File: src/rtl/vm2002_common_pkg.sv
// vm2002_common_pkg: shared item codes, status, inventory structs, default costs, arbiter states
package vm2002_common_pkg;
  typedef enum logic [2:0] {
    NO_ITEM = 3'd0, WATER, COLA, PEPSI, FANTA, COFFEE, CHIPS, BARS
  } item_t;
  typedef enum logic [2:0] {
    NO_BUTTON = 3'd0, BTN_WATER, BTN_COLA, BTN_PEPSI, BTN_FANTA, BTN_COFFEE, BTN_CHIPS, BTN_BARS
  } buttons_t;
  typedef enum logic [1:0] {
    INVALID_ITEM = 2'd0, AVAILABLE = 2'd1, OUT_OF_STOCK = 2'd2
  } status_t;
  typedef struct packed {
    logic [3:0] bars, chips, coffee, fanta, pepsi, cola, water;
  } item_count_struct_t;
  typedef struct packed {
    logic [7:0] bars, chips, coffee, fanta, pepsi, cola, water;
  } cost_struct_t;
  typedef enum logic [1:0] {ARB_IDLE, ARB_ACCESS, ARB_RESP} arb_state_t;
  localparam logic [7:0] COST_WATER  = 8'd50;
  localparam logic [7:0] COST_COLA   = 8'd100;
  localparam logic [7:0] COST_PEPSI  = 8'd100;
  localparam logic [7:0] COST_FANTA  = 8'd100;
  localparam logic [7:0] COST_COFFEE = 8'd200;
  localparam logic [7:0] COST_CHIPS  = 8'd150;
  localparam logic [7:0] COST_BARS   = 8'd125;
  localparam cost_struct_t COST_DEFAULT = '{
    bars: COST_BARS, chips: COST_CHIPS, coffee: COST_COFFEE, fanta: COST_FANTA,
    pepsi: COST_PEPSI, cola: COST_COLA, water: COST_WATER
  };
  function automatic logic item_ok(input logic [2:0] code, input int n);
    return code != 3'd0 && int'(code) <= n;
  endfunction
endpackage

File: src/rtl/vm2002_rr_arbiter2.sv
// vm2002_rr_arbiter2: two-requester round-robin picker; a tie goes to whoever was not served last
module vm2002_rr_arbiter2 (
  input  logic clk,
  input  logic hrst,
  input  logic req_a,
  input  logic req_b,
  input  logic take,
  output logic gnt_a,
  output logic gnt_b
);
  logic last_b;
  always_comb begin
    gnt_a = req_a && (!req_b || last_b);
    gnt_b = req_b && !gnt_a;
  end
  always_ff @(posedge clk) begin
    if (hrst) last_b <= 1'b1;
    else if (take && (gnt_a || gnt_b)) last_b <= gnt_b;
  end
endmodule

File: src/rtl/vm2002_inventory_arbiter.sv
// vm2002_inventory_arbiter: inventory register file shared by supplier writes and user lookups/vends
module vm2002_inventory_arbiter
  import vm2002_common_pkg::*;
#(
  parameter int NUM_ITEMS  = 7,
  parameter int COUNT_W    = 4,
  parameter int COST_W     = 8,
  parameter int VEND_CNT_W = 16
) (
  input  logic                  clk,
  input  logic                  hrst,
  input  logic                  srst,
  input  logic                  sup_req,
  input  logic [2:0]            sup_item,
  input  logic [COUNT_W-1:0]    sup_count,
  input  logic [COST_W-1:0]     sup_cost,
  output logic                  sup_gnt,
  output logic                  sup_done,
  output logic                  sup_err,
  input  logic                  usr_req,
  input  logic [2:0]            usr_item,
  input  logic                  usr_vend,
  output logic                  usr_gnt,
  output logic                  usr_done,
  output status_t               usr_status,
  output logic [COST_W-1:0]     usr_cost,
  output item_count_struct_t    item_reg,
  output cost_struct_t          cost_reg,
  output logic [VEND_CNT_W-1:0] vend_total
);
  arb_state_t state_q, state_d;
  logic [NUM_ITEMS:1][COUNT_W-1:0] cnt_q;
  logic [NUM_ITEMS:1][COST_W-1:0]  cost_q;
  logic own_usr, c_vend, pick_sup, pick_usr, ok, bad_wr, abort;
  logic [2:0] c_item;
  logic [COUNT_W-1:0] c_count, rd_cnt;
  logic [COST_W-1:0] c_cost, rd_cost;
  status_t st;
  vm2002_rr_arbiter2 u_arb (
    .clk   (clk),
    .hrst  (hrst),
    .req_a (sup_req),
    .req_b (usr_req),
    .take  (state_q == ARB_IDLE),
    .gnt_a (pick_sup),
    .gnt_b (pick_usr)
  );
  always_comb begin
    ok      = item_ok(c_item, NUM_ITEMS);
    rd_cnt  = ok ? cnt_q[c_item] : '0;
    rd_cost = ok ? cost_q[c_item] : '0;
    st      = !ok ? INVALID_ITEM : (rd_cnt == '0) ? OUT_OF_STOCK : AVAILABLE;
    bad_wr  = !ok || (c_cost % COST_W'(5)) != '0;
    abort   = own_usr && srst;
    state_d = state_q;
    case (state_q)
      ARB_IDLE:   state_d = (pick_sup || pick_usr) ? ARB_ACCESS : ARB_IDLE;
      ARB_ACCESS: state_d = abort ? ARB_IDLE : ARB_RESP;
      ARB_RESP:   state_d = (abort || !(own_usr ? usr_req : sup_req)) ? ARB_IDLE : ARB_RESP;
      default:    state_d = ARB_IDLE;
    endcase
    sup_gnt  = state_q == ARB_ACCESS && !own_usr;
    usr_gnt  = state_q == ARB_ACCESS && own_usr;
    sup_done = state_q == ARB_RESP && !own_usr;
    usr_done = state_q == ARB_RESP && own_usr;
    item_reg = cnt_q;
    cost_reg = cost_q;
  end
  always_ff @(posedge clk) begin
    if (hrst) state_q <= ARB_IDLE;
    else state_q <= state_d;
  end
  always_ff @(posedge clk) begin
    if (hrst) begin
      cnt_q      <= '0;
      cost_q     <= COST_DEFAULT;
      vend_total <= '0;
      sup_err    <= 1'b0;
      usr_status <= INVALID_ITEM;
      usr_cost   <= '0;
      own_usr    <= 1'b0;
      c_item     <= '0;
      c_count    <= '0;
      c_cost     <= '0;
      c_vend     <= 1'b0;
    end else begin
      if (state_q == ARB_IDLE && (pick_sup || pick_usr)) begin
        own_usr <= pick_usr;
        c_item  <= pick_usr ? usr_item : sup_item;
        c_count <= sup_count;
        c_cost  <= sup_cost;
        c_vend  <= usr_vend;
      end
      // the single read/modify/write happens in ACCESS; an aborted user access commits nothing
      if (state_q == ARB_ACCESS && !own_usr) begin
        sup_err <= bad_wr;
        if (!bad_wr) begin
          cnt_q[c_item]  <= c_count;
          cost_q[c_item] <= c_cost;
        end
      end else if (state_q == ARB_ACCESS && !srst) begin
        usr_status <= st;
        usr_cost   <= rd_cost;
        if (c_vend && st == AVAILABLE) begin
          cnt_q[c_item] <= rd_cnt - COUNT_W'(1);
          if (!(&vend_total)) vend_total <= vend_total + VEND_CNT_W'(1);
        end
      end
    end
  end
endmodule

File: config.mk
export PLATFORM = sky130hd
export DESIGN_NAME = vm2002_inventory_arbiter
export DESIGN_NICKNAME = d
export VERILOG_FILES = /design/src/rtl/vm2002_common_pkg.sv /design/src/rtl/vm2002_rr_arbiter2.sv /design/src/rtl/vm2002_inventory_arbiter.sv
export SDC_FILE = /design/constraint.sdc
export NUM_CORES = 1
export LEC_CHECK = 0
export CAP_MARGIN = 30
export CELL_PAD_IN_SITES_DETAIL_PLACEMENT = 0
export CELL_PAD_IN_SITES_GLOBAL_PLACEMENT = 1
export CORE_UTILIZATION = 35
export DETAILED_ROUTE_END_ITERATION = 16
export PLACE_DENSITY_LB_ADDON = 0.2
export SYNTH_ARGS = -nofsm -noshare
export SYNTH_HDL_FRONTEND = slang
export SYNTH_HIERARCHICAL = 1
export SYNTH_SLANG_ARGS = --single-unit
File: constraint.sdc
create_clock -name clk -period 3.95 [get_ports clk]
set_clock_uncertainty 0.1 [all_clocks]
set_input_delay 0.79 -clock clk [delete_from_list [all_inputs] [get_ports clk]]
set_output_delay 0.79 -clock clk [all_outputs]
set_load 0.05 [all_outputs]
* Word level (Yosys, flattened, before mapping)
Index checks and enable logic that the tools add are counted.
** Word-level totals
- Logic and storage cells :: 94
- Output and inout port bits :: 115
- Register bits :: 131
- Bits in read-only memories :: 0
- Latch bits :: 0
- RAM bits :: 0
- Memories kept :: 0
- Input bits :: 24
** Operators by class
- Shift-type cells :: 0
- Divide/modulo/power cells :: 1
- Eq/ne operators :: 4
- Muxes and demuxes :: 25
- Bitwise logic cells :: 3
- $add $sub $neg :: 2
- $mul :: 0
- Reductions and logical operators :: 32
- $lt $le $gt $ge :: 2
** Operator list (number)
- $mux W28 :: 4
- $bwmux W28 :: 2
- $bwmux W56 :: 1
- $bmux W8 S3 :: 1
- $demux W8 S3 :: 1
- $mux W8 :: 3
- $add A16 B1 Y16 const B :: 1
- $reduce_and A16 Y1 :: 1
- $bmux W4 S3 :: 1
- $demux W4 S3 :: 1
- $mux W4 :: 3
- $logic_and A1 B1 Y1 :: 11
- $mod A8 B3 Y8 const B :: 1
- $mux W2 :: 4
- $reduce_bool A8 Y1 :: 1
- $logic_not A1 Y1 :: 6
- $pmux W2 S3 :: 1
- $eq A2 B1 Y1 const B :: 2
- $logic_not A4 Y1 :: 1
- $logic_or A1 B1 Y1 :: 4
- $lt A3 B4 Y1 const B :: 1
- $reduce_and A2 Y1 :: 2
- $reduce_and A4 Y1 :: 1
- $reduce_bool A2 Y1 :: 2
- other kinds (10) :: 13

* Longest topological paths before layout
Gate-level depths: netlist of run 1.
- Depth after elaboration :: 11
- Depth in mapped cells :: 18
- Depth with buffers taken out :: 14

* Hierarchy
The synthesis of run 1 kept the hierarchy.
** By module, submodules not included
- vm2002_inventory_arbiter :: sequential area each 2602.5 um^2, area an instance 6775.2 um^2, cells an instance 813, times used 1
- vm2002_rr_arbiter2 :: sequential area each 20.0 um^2, area an instance 61.3 um^2, cells an instance 7, times used 1

* Worst setup path before layout of run 1
No wires, ideal clock.
- Path type :: flip-flop to flip-flop
- Start point :: register c_cost[6]
- End point :: register cost_q, in the netlist cost_reg[40]
- Arrival time :: 3.484 ns
- Setup time :: 0.116 ns
- Buffers on the path :: 4
- Cell stages (with the launch flop) :: 19
- Path slack :: 0.251 ns
- Required time :: 3.734 ns
- Cell sequence :: dfxtp_1 -> buf_2 -> buf_2 -> nor4b_2 -> and2_1 -> o21ai_0 -> o211a_1 -> ha_1 -> o21ai_0 -> o21ai_1 -> a2111oi_2 -> o21ai_1 -> nor4bb_1 -> a2111oi_1 -> nand4b_1 -> buf_6 -> buf_2 -> nor3_1 -> a31o_1
** On the way
- Longest elaborated chain between the ends :: 5
** RTL lines
- start, declared :: RTL line vm2002_inventory_arbiter.sv:37 : logic [COST_W-1:0] c_cost, rd_cost;
- start signal, assigned :: RTL line vm2002_inventory_arbiter.sv:91 : c_cost <= sup_cost;
- $mod A8 B3 Y8 :: RTL line vm2002_inventory_arbiter.sv:53 : bad_wr = !ok || (c_cost % COST_W'(5)) != '0;
- $reduce_bool A8 Y1 :: RTL line vm2002_inventory_arbiter.sv:53
- $logic_or A1 B1 Y1 :: RTL line vm2002_inventory_arbiter.sv:53
- $not A1 Y1 (no line)
- $reduce_and A2 Y1 (no line)
- end signal, assigned by index :: RTL line vm2002_inventory_arbiter.sv:99 : cost_q[c_item] <= c_cost;
- end, declared :: RTL line vm2002_inventory_arbiter.sv:33 : logic [NUM_ITEMS:1][COST_W-1:0] cost_q;
No other way between the ends.
A chain may end at the register's enable or synchronous reset.

* Worst setup path in the final report of run 1
- Start point :: register c_cost[4]
- End point :: register cost_q, in the netlist cost_reg[2]
Same word-level chain as after synthesis.

==> results of run 1 <==
## synth_stat cells (all sizes together), types with 3 or more instances
cell type  count  area share
o311ai         7      0.0090
buf           24       0.021
a221oi         7      0.0090
a21boi         3      0.0033
nor2b         10      0.0095
a31o           8       0.010
nor4           4      0.0037
nand3b         4      0.0044
o21ai         52       0.038
a31oi          8      0.0073
nand2b        15       0.014
a21oi         60       0.048
and3           5      0.0046
o32ai          5      0.0064
mux2           6      0.0099
nor4bb         3      0.0044
or3            8      0.0073
nor3b          9       0.011
a22oi         14       0.015
ha             4      0.0073
inv           17      0.0093
o2111ai        3      0.0048
clkbuf        42       0.023
o21a           5      0.0055
xor2           6      0.0077
dfxtp        131        0.38
nand3         34       0.025
nand4          3      0.0027
nand2        107       0.059
a211oi         5      0.0055
nor3          14       0.011
o22ai          6      0.0055
a2111oi        3      0.0049
nor2          71       0.046
and2           5      0.0046
o211ai         5      0.0055
a22o           3      0.0038
xnor2         10       0.013
mux2i         64       0.094
## power by group
group | internal [mW] | total, mW | switching [mW]
Clock | 1.02 | 1.66 | 0.641
Sequential | 1.35 | 1.39 | 0.0362
Combinational | 0.274 | 0.711 | 0.437
Total | 2.65 | 3.76 | 1.11
## cells in the final DEF, fill, tap and decap left out, types with 10 or more instances in the layout
cell             count
a21oi_1             51
a22oi_1             14
buf_4               40
clkbuf_16           18
clkdlybuf4s50_1    137
dfxtp_1            127
inv_1               14
mux2i_1             64
nand2_1            105
nand2b_1            15
nand3_1             33
nor2_1              68
nor3_1              13
o21ai_0             33
o21ai_1             18
xnor2_1             10
## per-layer routing
layer	routed length (um)	part of all wire	vias to the layer above	global-route usage
li1	-	-	3239	-
met1	11300	0.49	3189	0.328
met2	10300	0.45	207	0.344
met3	1180	0.051	21	0.0418
met4	248	0.011	0	0.0623
met5	0	0	-	0
## critical path: stages (launching register included)
cell and delay (ns):
dfxtp_2 0.35, nor2b_2 0.18, mux2_2 0.27, a221oi_2 0.24, o211a_1 0.24, ha_4 0.19
a21oi_2 0.07, o21a_1 0.18, o22ai_1 0.14, o21a_2 0.21, nor4bb_4 0.35, a2111oi_4 0.10
nand4b_1 0.30, buf_12 0.21, buf_8 0.14, buf_4 0.16, o21ai_0 0.16, a21oi_1 0.09
## path summary, 6_finish.rpt
path / start / endpoint / slack [ns] / cells past startpoint
setup / recovery: c_cost[4]$_SDFFE_PP0P_ / cost_reg[2]$_SDFFE_PP0P_ / 0.13 / 17
hold / removal: usr_cost[6]$_SDFFE_PP0P_ / usr_cost[6]$_SDFFE_PP0P_ / 0.35 / 2
setup reg to reg: c_cost[4]$_SDFFE_PP0P_ / cost_reg[2]$_SDFFE_PP0P_ / 0.13 / 17
hold reg to reg: usr_cost[6]$_SDFFE_PP0P_ / usr_cost[6]$_SDFFE_PP0P_ / 0.35 / 2
## kinds of logic after synthesis
| logic type | count (synthesis) |
|---|---|
| AOI/OAI and AO/OA | 212 |
| xor gates and xnor gates | 16 |
| adders and majority gates | 4 |
| muxes | 71 |
| and+or+nand+nor | 303 |
| buffers and inverters | 83 |
| DFF | 131 |
## stage by stage
stage          setup TNS [ns]  area [um2]  total power [mW]
2_1_floorplan               0        6840              1.84
3_3_place_gp                0        8650              2.06
3_5_place_dp                0        8650              2.05
4_1_cts                     0        9270              3.71
5_1_grt                 -1.09        9520              3.90
6_report                    0        9520              3.76
## layout make-up
| class | instances | area, um2 |
|---|---|---|
| flip-flops and latches | 131 | 2630 |
| clock inverters | 13 | 171 |
| multi-input cells | 606 | 3980 |
| inverters | 17 | 63.8 |
| fillers | 1805 | 9430 |
| well taps | 260 | 325 |
| clock buffers | 19 | 443 |
| repair buffers | 193 | 1910 |
## repair_timing
item / 4_1_cts / 5_1_grt
resized for setup: 0 / 45
endpoints found under the setup margin: 0 / 85
setup buffers: 0 / 6
==> metrics.yaml, run 1 <==
yosys.area_share.xor_xnor: 0.0205
setup_viol: 0
syn_area_um2: 6840
cap_violations: 0
period_minus_slack_ns: 3.82
initial_utilization: 0.361
slew-limit-headroom: 0.430
h-tree-depth: 4
timing.final.ws_setup_ns: 0.132
core_area_um2: 19000
die_height_um: 142
whs_ns: 0.351
dieArea_um2: 20100
final_cells: 1239
drtIter0Drc: 527
first_pass_iters: 5
p_leak_nw: 3.36
avgSynthCellArea_um2: 8.34
worst_slew_pin_slew_ns: 0.833
end_kind: "flop"
drive_gt1_frac: 0.137
grt_pass1_wl_um: 35000
yosys.area_share.adder: 0.00732
synth_top_family_by_area: "simple AND/OR/NAND/NOR gates"
insertedDiodeCount: 0
drt-wirelength-per-cell_um: 18.5
io_buffers: 138
rsz0062_at_grt: "yes"
required_ns: 4.14
worstSetupPathType: "reg -> reg"
place_worst_setup_slack_ns: 0.0773
period_share: 0.966
critPathLaunchType: "flop"
hp-class: "reg -> reg"
crit_path_max_fanout: 7
gr-usage-all-layers: 0.227
syn-num-nets: 848
slew_viol_final: 0
status: "finished, final reports clean"
cts_tree: "yes"
yosysSeqAreaShare: 0.384
clk_latency_ns: 0.42
die_w_um: 142
synth-simple-area-share: 0.223
utilization: 0.502
drc: 0
cts.sinks: 131
dpl.hpwl_um: 16200
clk_pin_slew_ns: 0.06
fin_nets: 994
ys_warn_count: 6
ant_nets: 0
areaGrowthSynthToFinish_pct: 39.3
synth_mux_area_frac: 0.107
hold_viol: 0
synth_ff_type: "dfxtp_1"
gp_congestion: 0.800
ir_drop_mv: 0.289
rows: 50
worstPathArrival_ns: 4.00
largest_reg_flops: 56
route.vias.total: 6656
synth_edf_count: 0
fmax_mhz: 262
synthDistinctLibCells: 78
vias_per_cell: 5.37
numCtsBuffers: 17
syn_inst: 820
synth_compound_area_frac: 0.206
synth_seq_cells: 131
grt_max_degree: 46
dp.cells: 1201
antenna_found_initial: 0
postCtsHoldBufs: 0
pin_count: 139
cts.path.max_buffers: 2
wirelength_um: 23000
overflow: 0
clockRootBuffer: "clkbuf_16"
async_reset_ff_frac: 0
grt_pass1_vias: 6068
power.density_nw_per_um2: 395
No activity file was read; power rests on OpenSTA's default activity.
==> inputs of run 2 (changes only) <==
--- a/config.mk
+++ b/config.mk
@@ -5,6 +5,7 @@
 export SDC_FILE = /design/constraint.sdc
 export NUM_CORES = 1
 export LEC_CHECK = 0
+export ABC_AREA = 0
 export CAP_MARGIN = 30
 export CELL_PAD_IN_SITES_DETAIL_PLACEMENT = 0
 export CELL_PAD_IN_SITES_GLOBAL_PLACEMENT = 1
==> results of run 2 <==
Final layout, timing and power as in run 1 (identical DEF).
